### src/rtl/ex_hazard_tracker_if.sv
// Bundle between the ID/EX control logic and the hazard tracker.
// The tracker takes the slave side. Whoever drives the ID fields takes the master side.
interface ex_hazard_tracker_if #(
    parameter int unsigned REGFILE_LOGSIZE = 5,
    parameter int unsigned CNT_WIDTH       = 16
);
    logic                       id_valid;
    logic [REGFILE_LOGSIZE-1:0] id_rs1;
    logic [REGFILE_LOGSIZE-1:0] id_rs2;
    logic                       id_use_rs1;
    logic                       id_use_rs2;
    logic [REGFILE_LOGSIZE-1:0] id_rd;
    logic                       id_regwrite;
    logic                       id_memread;
    logic                       flush;
    logic                       mem_busy;

    logic                       hazard_stall;
    logic                       ex_valid;
    logic [REGFILE_LOGSIZE-1:0] ex_rs1;
    logic [REGFILE_LOGSIZE-1:0] ex_rs2;
    logic [REGFILE_LOGSIZE-1:0] mem_rd;
    logic                       mem_we;
    logic [REGFILE_LOGSIZE-1:0] wb_rd;
    logic                       wb_we;
    logic [CNT_WIDTH-1:0]       stall_cnt;

    modport master (
        output id_valid, id_rs1, id_rs2, id_use_rs1, id_use_rs2,
               id_rd, id_regwrite, id_memread, flush, mem_busy,
        input  hazard_stall, ex_valid, ex_rs1, ex_rs2,
               mem_rd, mem_we, wb_rd, wb_we, stall_cnt
    );

    modport slave (
        input  id_valid, id_rs1, id_rs2, id_use_rs1, id_use_rs2,
               id_rd, id_regwrite, id_memread, flush, mem_busy,
        output hazard_stall, ex_valid, ex_rs1, ex_rs2,
               mem_rd, mem_we, wb_rd, wb_we, stall_cnt
    );
endinterface

### src/rtl/ex_hazard_tracker.sv
// Holds the EX/MEM/WB register-tag pipeline for the forwarding unit.
// Detects load-use hazards, inserts EX bubbles and counts stall cycles.
module ex_hazard_tracker #(
    parameter int unsigned REGFILE_LOGSIZE = 5,
    parameter int unsigned CNT_WIDTH       = 16
) (
    input  logic                 clk,
    input  logic                 rst,
    ex_hazard_tracker_if.slave   bus
);
    localparam int unsigned RLS = REGFILE_LOGSIZE;

    typedef struct packed {
        logic           valid;
        logic [RLS-1:0] rs1;
        logic [RLS-1:0] rs2;
        logic [RLS-1:0] rd;
        logic           we;
        logic           ld;
    } ex_entry_t;

    typedef struct packed {
        logic [RLS-1:0] rd;
        logic           we;
    } dst_entry_t;

    ex_entry_t            ex_q,  ex_d;
    dst_entry_t           mem_q, mem_d;
    dst_entry_t           wb_q,  wb_d;
    logic [CNT_WIDTH-1:0] stall_cnt_q, stall_cnt_d;

    logic hazard_c;
    logic rs1_hit_c;
    logic rs2_hit_c;
    logic id_we_c;

    // Load-use detection against the instruction currently in EX; a flush kills the consumer.
    always_comb begin
        rs1_hit_c = bus.id_use_rs1 && (bus.id_rs1 == ex_q.rd);
        rs2_hit_c = bus.id_use_rs2 && (bus.id_rs2 == ex_q.rd);
        hazard_c  = bus.id_valid && ex_q.valid && ex_q.ld && ex_q.we &&
                    !bus.flush && (rs1_hit_c || rs2_hit_c);
        id_we_c   = bus.id_regwrite && (bus.id_rd != '0);
    end

    // Next-state: hold everything while memory is busy, otherwise advance one stage.
    always_comb begin
        ex_d        = ex_q;
        mem_d       = mem_q;
        wb_d        = wb_q;
        stall_cnt_d = stall_cnt_q;
        if (!bus.mem_busy) begin
            wb_d     = mem_q;
            mem_d.rd = ex_q.rd;
            mem_d.we = ex_q.we && ex_q.valid;
            if (bus.flush || hazard_c || !bus.id_valid) begin
                ex_d = '0;
            end else begin
                ex_d.valid = 1'b1;
                ex_d.rs1   = bus.id_use_rs1 ? bus.id_rs1 : '0;
                ex_d.rs2   = bus.id_use_rs2 ? bus.id_rs2 : '0;
                ex_d.rd    = bus.id_rd;
                ex_d.we    = id_we_c;
                ex_d.ld    = bus.id_memread;
            end
            if (hazard_c && (stall_cnt_q != '1)) begin
                stall_cnt_d = stall_cnt_q + CNT_WIDTH'(1);
            end
        end
    end

    always_ff @(posedge clk) begin
        if (rst) begin
            ex_q        <= '0;
            mem_q       <= '0;
            wb_q        <= '0;
            stall_cnt_q <= '0;
        end else begin
            ex_q        <= ex_d;
            mem_q       <= mem_d;
            wb_q        <= wb_d;
            stall_cnt_q <= stall_cnt_d;
        end
    end

    assign bus.hazard_stall = hazard_c;
    assign bus.ex_valid     = ex_q.valid;
    assign bus.ex_rs1       = ex_q.rs1;
    assign bus.ex_rs2       = ex_q.rs2;
    assign bus.mem_rd       = mem_q.rd;
    assign bus.mem_we       = mem_q.we;
    assign bus.wb_rd        = wb_q.rd;
    assign bus.wb_we        = wb_q.we;
    assign bus.stall_cnt    = stall_cnt_q;
endmodule

### src/flat_wrapper.sv
// flat-port wrapper written by rule: the top's interface ports become plain ports
module ex_hazard_tracker_flat 
#(
    parameter int unsigned REGFILE_LOGSIZE = 5,
    parameter int unsigned CNT_WIDTH       = 16
)
  (clk, rst, bus_id_valid, bus_id_rs1, bus_id_rs2, bus_id_use_rs1, bus_id_use_rs2, bus_id_rd, bus_id_regwrite, bus_id_memread, bus_flush, bus_mem_busy, bus_hazard_stall, bus_ex_valid, bus_ex_rs1, bus_ex_rs2, bus_mem_rd, bus_mem_we, bus_wb_rd, bus_wb_we, bus_stall_cnt);
  ex_hazard_tracker_if #(.REGFILE_LOGSIZE(REGFILE_LOGSIZE), .CNT_WIDTH(CNT_WIDTH)) bus_i ();
  input  logic clk;
  input  logic rst;
  input wire logic [$bits(bus_i.id_valid)-1:0] bus_id_valid;
  input wire logic [$bits(bus_i.id_rs1)-1:0] bus_id_rs1;
  input wire logic [$bits(bus_i.id_rs2)-1:0] bus_id_rs2;
  input wire logic [$bits(bus_i.id_use_rs1)-1:0] bus_id_use_rs1;
  input wire logic [$bits(bus_i.id_use_rs2)-1:0] bus_id_use_rs2;
  input wire logic [$bits(bus_i.id_rd)-1:0] bus_id_rd;
  input wire logic [$bits(bus_i.id_regwrite)-1:0] bus_id_regwrite;
  input wire logic [$bits(bus_i.id_memread)-1:0] bus_id_memread;
  input wire logic [$bits(bus_i.flush)-1:0] bus_flush;
  input wire logic [$bits(bus_i.mem_busy)-1:0] bus_mem_busy;
  output wire logic [$bits(bus_i.hazard_stall)-1:0] bus_hazard_stall;
  output wire logic [$bits(bus_i.ex_valid)-1:0] bus_ex_valid;
  output wire logic [$bits(bus_i.ex_rs1)-1:0] bus_ex_rs1;
  output wire logic [$bits(bus_i.ex_rs2)-1:0] bus_ex_rs2;
  output wire logic [$bits(bus_i.mem_rd)-1:0] bus_mem_rd;
  output wire logic [$bits(bus_i.mem_we)-1:0] bus_mem_we;
  output wire logic [$bits(bus_i.wb_rd)-1:0] bus_wb_rd;
  output wire logic [$bits(bus_i.wb_we)-1:0] bus_wb_we;
  output wire logic [$bits(bus_i.stall_cnt)-1:0] bus_stall_cnt;
  assign bus_i.id_valid = bus_id_valid;
  assign bus_i.id_rs1 = bus_id_rs1;
  assign bus_i.id_rs2 = bus_id_rs2;
  assign bus_i.id_use_rs1 = bus_id_use_rs1;
  assign bus_i.id_use_rs2 = bus_id_use_rs2;
  assign bus_i.id_rd = bus_id_rd;
  assign bus_i.id_regwrite = bus_id_regwrite;
  assign bus_i.id_memread = bus_id_memread;
  assign bus_i.flush = bus_flush;
  assign bus_i.mem_busy = bus_mem_busy;
  assign bus_hazard_stall = bus_i.hazard_stall;
  assign bus_ex_valid = bus_i.ex_valid;
  assign bus_ex_rs1 = bus_i.ex_rs1;
  assign bus_ex_rs2 = bus_i.ex_rs2;
  assign bus_mem_rd = bus_i.mem_rd;
  assign bus_mem_we = bus_i.mem_we;
  assign bus_wb_rd = bus_i.wb_rd;
  assign bus_wb_we = bus_i.wb_we;
  assign bus_stall_cnt = bus_i.stall_cnt;
  ex_hazard_tracker #(.REGFILE_LOGSIZE(REGFILE_LOGSIZE), .CNT_WIDTH(CNT_WIDTH)) u_core (.clk(clk), .rst(rst), .bus(bus_i));
endmodule
### config.mk
export PLATFORM = sky130hd
export DESIGN_NAME = ex_hazard_tracker_flat
export DESIGN_NICKNAME = d
export VERILOG_FILES = /design/src/rtl/ex_hazard_tracker_if.sv /design/src/rtl/ex_hazard_tracker.sv /design/src/flat_wrapper.sv
export SDC_FILE = /design/constraint.sdc
export NUM_CORES = 1
export LEC_CHECK = 0
export ABC_AREA = 1
export CORE_MARGIN = 5
export CORE_UTILIZATION = 47
export CTS_CLUSTER_DIAMETER = 80
export DETAILED_ROUTE_END_ITERATION = 10
export MAX_ROUTING_LAYER = met4
export PLACE_DENSITY = 0.81
export SLEW_MARGIN = 20
export SYNTH_ARGS = -nofsm -noshare
export SYNTH_HDL_FRONTEND = slang
export SYNTH_SLANG_ARGS = --single-unit
export TNS_END_PERCENT = 5
### constraint.sdc
create_clock -name clk -period 1.82 [get_ports clk]
set_input_delay 0.364 -clock clk [delete_from_list [all_inputs] [get_ports clk]]
set_output_delay 0.364 -clock clk [all_outputs]
set_load 0.02 [all_outputs]
## Word-level counts from Yosys, hierarchy flattened

Cells that the tools add are included.

- Bits in registers: 46
- Latch bits: 0
- Bits in writable memories: 0
- ROM bits: 0
- Input port bits: 24
- Logic and storage cells: 36
- Memories: 0

- $add $sub $neg: 1
- Multipliers: 0
- Div/mod/pow operators: 0
- Magnitude comparators: 0
- Equality and inequality tests: 3
- Shift operators: 0
- Multiplexer cells: 3
- Bitwise operators: 1
- Reduce and logical (&&, ||, !) cells: 17

Operators by type and width:

| operator | number |
|---|---|
| 18-bit 2-to-1 mux | 1 |
| 16-bit by 1-bit adder with 16-bit output (second input constant) | 1 |
| 16-bit inequality test (second input constant) | 1 |
| 5-bit equality test | 2 |
| 1-bit logical AND | 10 |
| 5-bit 2-to-1 mux | 2 |
| 5-bit nonzero test | 1 |
| 1-bit logical OR | 3 |
| 1-bit logical NOT | 2 |
| 2-bit AND reduction | 1 |
| 1-bit inverter | 1 |

## Logic depth before layout (Yosys ltp)

- Word-level depth: 8
- Depth in mapped cells: 12

## Worst setup path after synthesis

No wires, ideal clock.

- Path kind: register to output
- Start: register u_core.ex_q (netlist bit u_core.bus.ex_valid)
- End: output port bus_hazard_stall
- Arrival: 1377 ps
- Path slack: 79 ps
- Cell stages (with the launch flop): 7
- Cell sequence: dfxtp_1 > nand2_1 > nor3_2 > nand2_4 > buf_6 > buf_6 > inv_1

- Word-level cells in the longest chain between the ends: 5

RTL lines:

| what | line | RTL |
|---|---|---|
| start, declared | ex_hazard_tracker.sv:27 | `ex_entry_t ex_q, ex_d;` |
| start signal, assigned | ex_hazard_tracker.sv:74 | `ex_q <= '0;` |
| start signal, assigned | ex_hazard_tracker.sv:79 | `ex_q <= ex_d;` |
| 1-bit logical AND (4 in a row) | ex_hazard_tracker.sv:41 | `hazard_c = bus.id_valid && ex_q.valid && ex_q.ld && ex_q.we &&` |
| 1-bit logical AND | ex_hazard_tracker.sv:42 | `!bus.flush && (rs1_hit_c \|\| rs2_hit_c);` |
| end, declared | flat_wrapper.sv:21 | `output wire logic [$bits(bus_i.hazard_stall)-1:0] bus_hazard_stall;` |

Every way passes these cells.

## Worst setup path after layout

- Start: input port bus_id_valid
- End: output port bus_hazard_stall

- Word-level cells in the longest chain between the ends: 5

RTL lines:

| what | line | RTL |
|---|---|---|
| start, declared | flat_wrapper.sv:11 | `input wire logic [$bits(bus_i.id_valid)-1:0] bus_id_valid;` |
| 1-bit logical AND (4 in a row) | ex_hazard_tracker.sv:41 |  |
| 1-bit logical AND | ex_hazard_tracker.sv:42 |  |

Every way passes these cells.

==> impl_results.md <==
* Final setup violation count at 0
* Number of diodes at 0
* Seq/Total Area, Yosys at about two fifths
* Io pins at 64
* Global-route wire length before repair at 9.53 mm
* Die footprint at 6230 um2
* Combinational share of power at between 10% and 20%
* Max VDD drop at between 0.4 and 0.5 mV
* Vias in the first global route at around 2100
* Slew headroom at 49.5%
* # port buffers at 63
* Reg-to-reg setup timing slack at roughly 0.14 ns
* HPWL after detailed placement at a little over 4 mm
* Critical Path Max Stage Delay at roughly 0.48 ns
* Int Power at ~1.6 mW
* Compound-Gate Fraction of Synth Area at a little over a tenth
* Area share of fa/ha/maj cells after synthesis at 0.560%
* Share of layout cells above drive strength 1 at 14.3%
* Arrival @ worst endpoint at around 1.4 ns
* Worst-path cell chain: clkdlybuf4s50_1, nand2_1, nor3_4, nand2_4, inv_2, buf_6
* Vias at roughly 2300
* Post-Syn Instances at 326
* Nets at 423
* Initial DRC Count at about 130
* Max Clk Rate at between 500 and 600 MHz
* Core Region at about 4700 um2
* Layout Utilization at roughly 67%
* Reg2reg start: u_core.ex_q[5]
* CP endpoint: bus_hazard_stall
* Clk sink count at 46
* Antenna viol nets, final at 0
* Largest net degree at the start of global routing at 28
* Total global routing overflow at 0
* Setup TNS at 0 ns
* RSZ-0062 raised after global routing: true
* Pre-CTS WS at -0.611 ns
* Fin. max-slew vios at 0
* Seq pwr share at 50.5%
* Final worst slack at roughly 0.067 ns
* Setup Skew at roughly 0.01 ns
* Number of max-cap violations at 0
* Initial antenna violation count at 0
* Fin crit share at between 90 and 100%
* Worst Path Max Fanout at 2
* Worst path slowest cell: clkdlybuf4s50_1
* Synth Area in XOR/XNOR at 0%
* Root Buffer: clkbuf_8
* Wire length per cell at 12.7 um
* Crit. Startpoint: bus_id_valid
* 1st-pass router iterations at 4
* Row count at 25
* Switching power at between 0.5 and 0.6 mW
* Critical path type: input port to primary output
* Worst Max-Slew Pin Slew at around 0.76 ns
* Fill count at between 400 and 500
* TritonCTS Buffers at 5
* Leak at ~1.3 nW
* Critical Path RT at 1.46 ns
* Die height at a little under 80 um
* DRC Markers at 0
* CP Buf/Inv Count at 3
* Min cycle time layout at between 1.5 and 2 ns
* Gpl congestion at ~0.87
* WP depth at 6
* Clk pwr share at 37.6%
* Netlist cell types at 22
* Post-synthesis register bit count at 46
* Netlist Area Pre-Place at about 2200 um2
* Combinational family with the most area after synthesis: simple AND/OR/NAND/NOR gates
* Post-route insts no fill at roughly 450
* CTS Buffer Depth at 2
* R2R Path End: u_core.bus.stall_cnt[7]
* Routed WL at a little under 6 mm
* Final hold violations at 0
* DP Cell Count at around 440
* Simple-gate share of the synthesized area at approximately 35%
* H-tree depth at 2
* Switching fraction of total power at approximately a quarter
* CTS tree: built
* Syn nets at ~350
* Die W at between 70 and 80 um
* Total Power at just over 2 mW
* Delay-heaviest family, CP: buffers and inverters
* Worst setup EP type: primary output
* Skew-Pair Late Insertion Delay at ~0.31 ns
* Clock-pin slew on the worst setup and hold paths at around 0.08 ns
* PwrDens at around 660 nW/um2
* Gr usage total at between 10% and 20%
* Starting density of the core at about 48%
* Mux cell area share after synthesis at 0%
* Area Growth Syn to Fin at 38.9%
* R2R cell count at 12
* Syn avg cell area at approximately 6.9 um2
* CP Launch Type: input port
* Synth warnings at 0
* Via/cell ratio at 5.09
* Cts hold-fix bufs at 0
* Status: completed
* Hold Path Class: register to register
## repair_timing
item / CTS / global route
endpoints found under the setup margin: 15 / 15
pin swaps: 1 / 6
resized for setup: 18 / 11
gates cloned: 0 / 1
setup buffers: 1 / 0
## through the flow
step / instance area, um2 / hold WS, ns
3_3_place_gp: 2960 / 0.444
2_1_floorplan: 2230 / 0.437
5_1_grt: 3100 / 0.494
6_report: 3100 / 0.468
4_1_cts: 3070 / 0.469
3_5_place_dp: 2960 / 0.455
## layout by cell type, fill, tap and decap left out, drive strengths merged
cell type       n
a21oi          35
o21ai          14
dfxtp          46
clkbuf          5
nor2           56
dlygate4sd2    11
nand3          22
clkinvlp        2
nor3            4
nand2          85
buf            25
clkdlybuf4s50  50
inv            27
dlymetal6s2s    1
nand4          14
bufinv          1
ha              1
## cells in the mapped netlist, drive strengths merged
library cell | n | area (um2)
inv | 27 | 101
dfxtp | 46 | 921
buf | 17 | 139
nand2 | 85 | 332
o21ai | 14 | 70.1
nand4 | 14 | 87.6
nor2 | 55 | 228
nor3 | 4 | 30.0
a21oi | 35 | 175
clkbuf | 6 | 22.5
nand3 | 22 | 115
ha | 1 | 12.5
## kinds of logic (layout without fill, tap and decap cells)
family | Yosys count | after routing
simple gates | 180 | 181
buf+inv | 50 | 122
compound gates | 49 | 49
flops | 46 | 46
fa+ha+maj | 1 | 1
## registers in the layout, summed over array words and instances (netlist names), 5 cells and up
register	count
u_core.bus.stall_cnt	16
u_core.ex_q	7
u_core.bus.ex_rs1	5
u_core.bus.ex_rs2	5
u_core.bus.mem_rd	5
u_core.bus.wb_rd	5
## metal layers
layer  GRT usage (%)  routed length, um  vias to the layer above
met2            32.9               2720                       76
li1                -                  -                     1189
met5               -                  0                        -
met1            22.8               2490                     1031
met4            6.53                 89                        0
met3            5.22                464                        9
## worst register-to-register path, stage by stage, from the launching register on
cell and delay (ns):
dfxtp_2 0.35, buf_4 0.13, nand2_1 0.06, nand2_1 0.05
nor2_1 0.08, nand3_1 0.08, nand2_2 0.11, nand2_4 0.06
buf_6 0.18, nor2_4 0.28, nand2_1 0.09, nand2_1 0.07
nor2_1 0.05
## how the worst min path moves through the flow
| stage | start | end | slack (ns) | cells past startpoint |
|---|---|---|---|---|
| finish | u_core.bus.ex_rs1[3] | u_core.bus.ex_rs1[3] | 0.47 | 2 |
| global route | u_core.bus.ex_rs1[2] | u_core.bus.ex_rs1[2] | 0.49 | 2 |
| CTS | u_core.bus.ex_rs2[0] | u_core.bus.ex_rs2[0] | 0.47 | 2 |
| detailed placement | u_core.bus.ex_rs2[0] | u_core.bus.ex_rs2[0] | 0.46 | 2 |
| global placement | u_core.bus.ex_rs2[0] | u_core.bus.ex_rs2[0] | 0.44 | 2 |
| floorplan | u_core.bus.ex_rs2[0] | u_core.bus.ex_rs2[0] | 0.44 | 2 |
## power by group through the flow
| stage | registers (mW) | logic (mW) | clock network [mW] |
|---|---|---|---|
| 6_report | 1.04 | 0.246 | 0.775 |
| 5_1_grt | 1.05 | 0.270 | 0.833 |
| 4_1_cts | 1.04 | 0.244 | 0.788 |
| 3_5_place_dp | 1.07 | 0.251 | 0 |
| 3_3_place_gp | 1.07 | 0.247 | 0 |
| 2_1_floorplan | 1.08 | 0.0962 | 0 |
## final cells by class
type,count,area (um2),area share (%)
clock inverters,3,45.0,1.45
clock buffers,5,68.8,2.22
multi-input cells,231,1070,34.6
flip-flops and latches,46,931,30.0
well taps,54,67.6,2.18
inverters,27,101,3.27
repair buffers,87,817,26.3
Power figures use the tool's default switching activity.
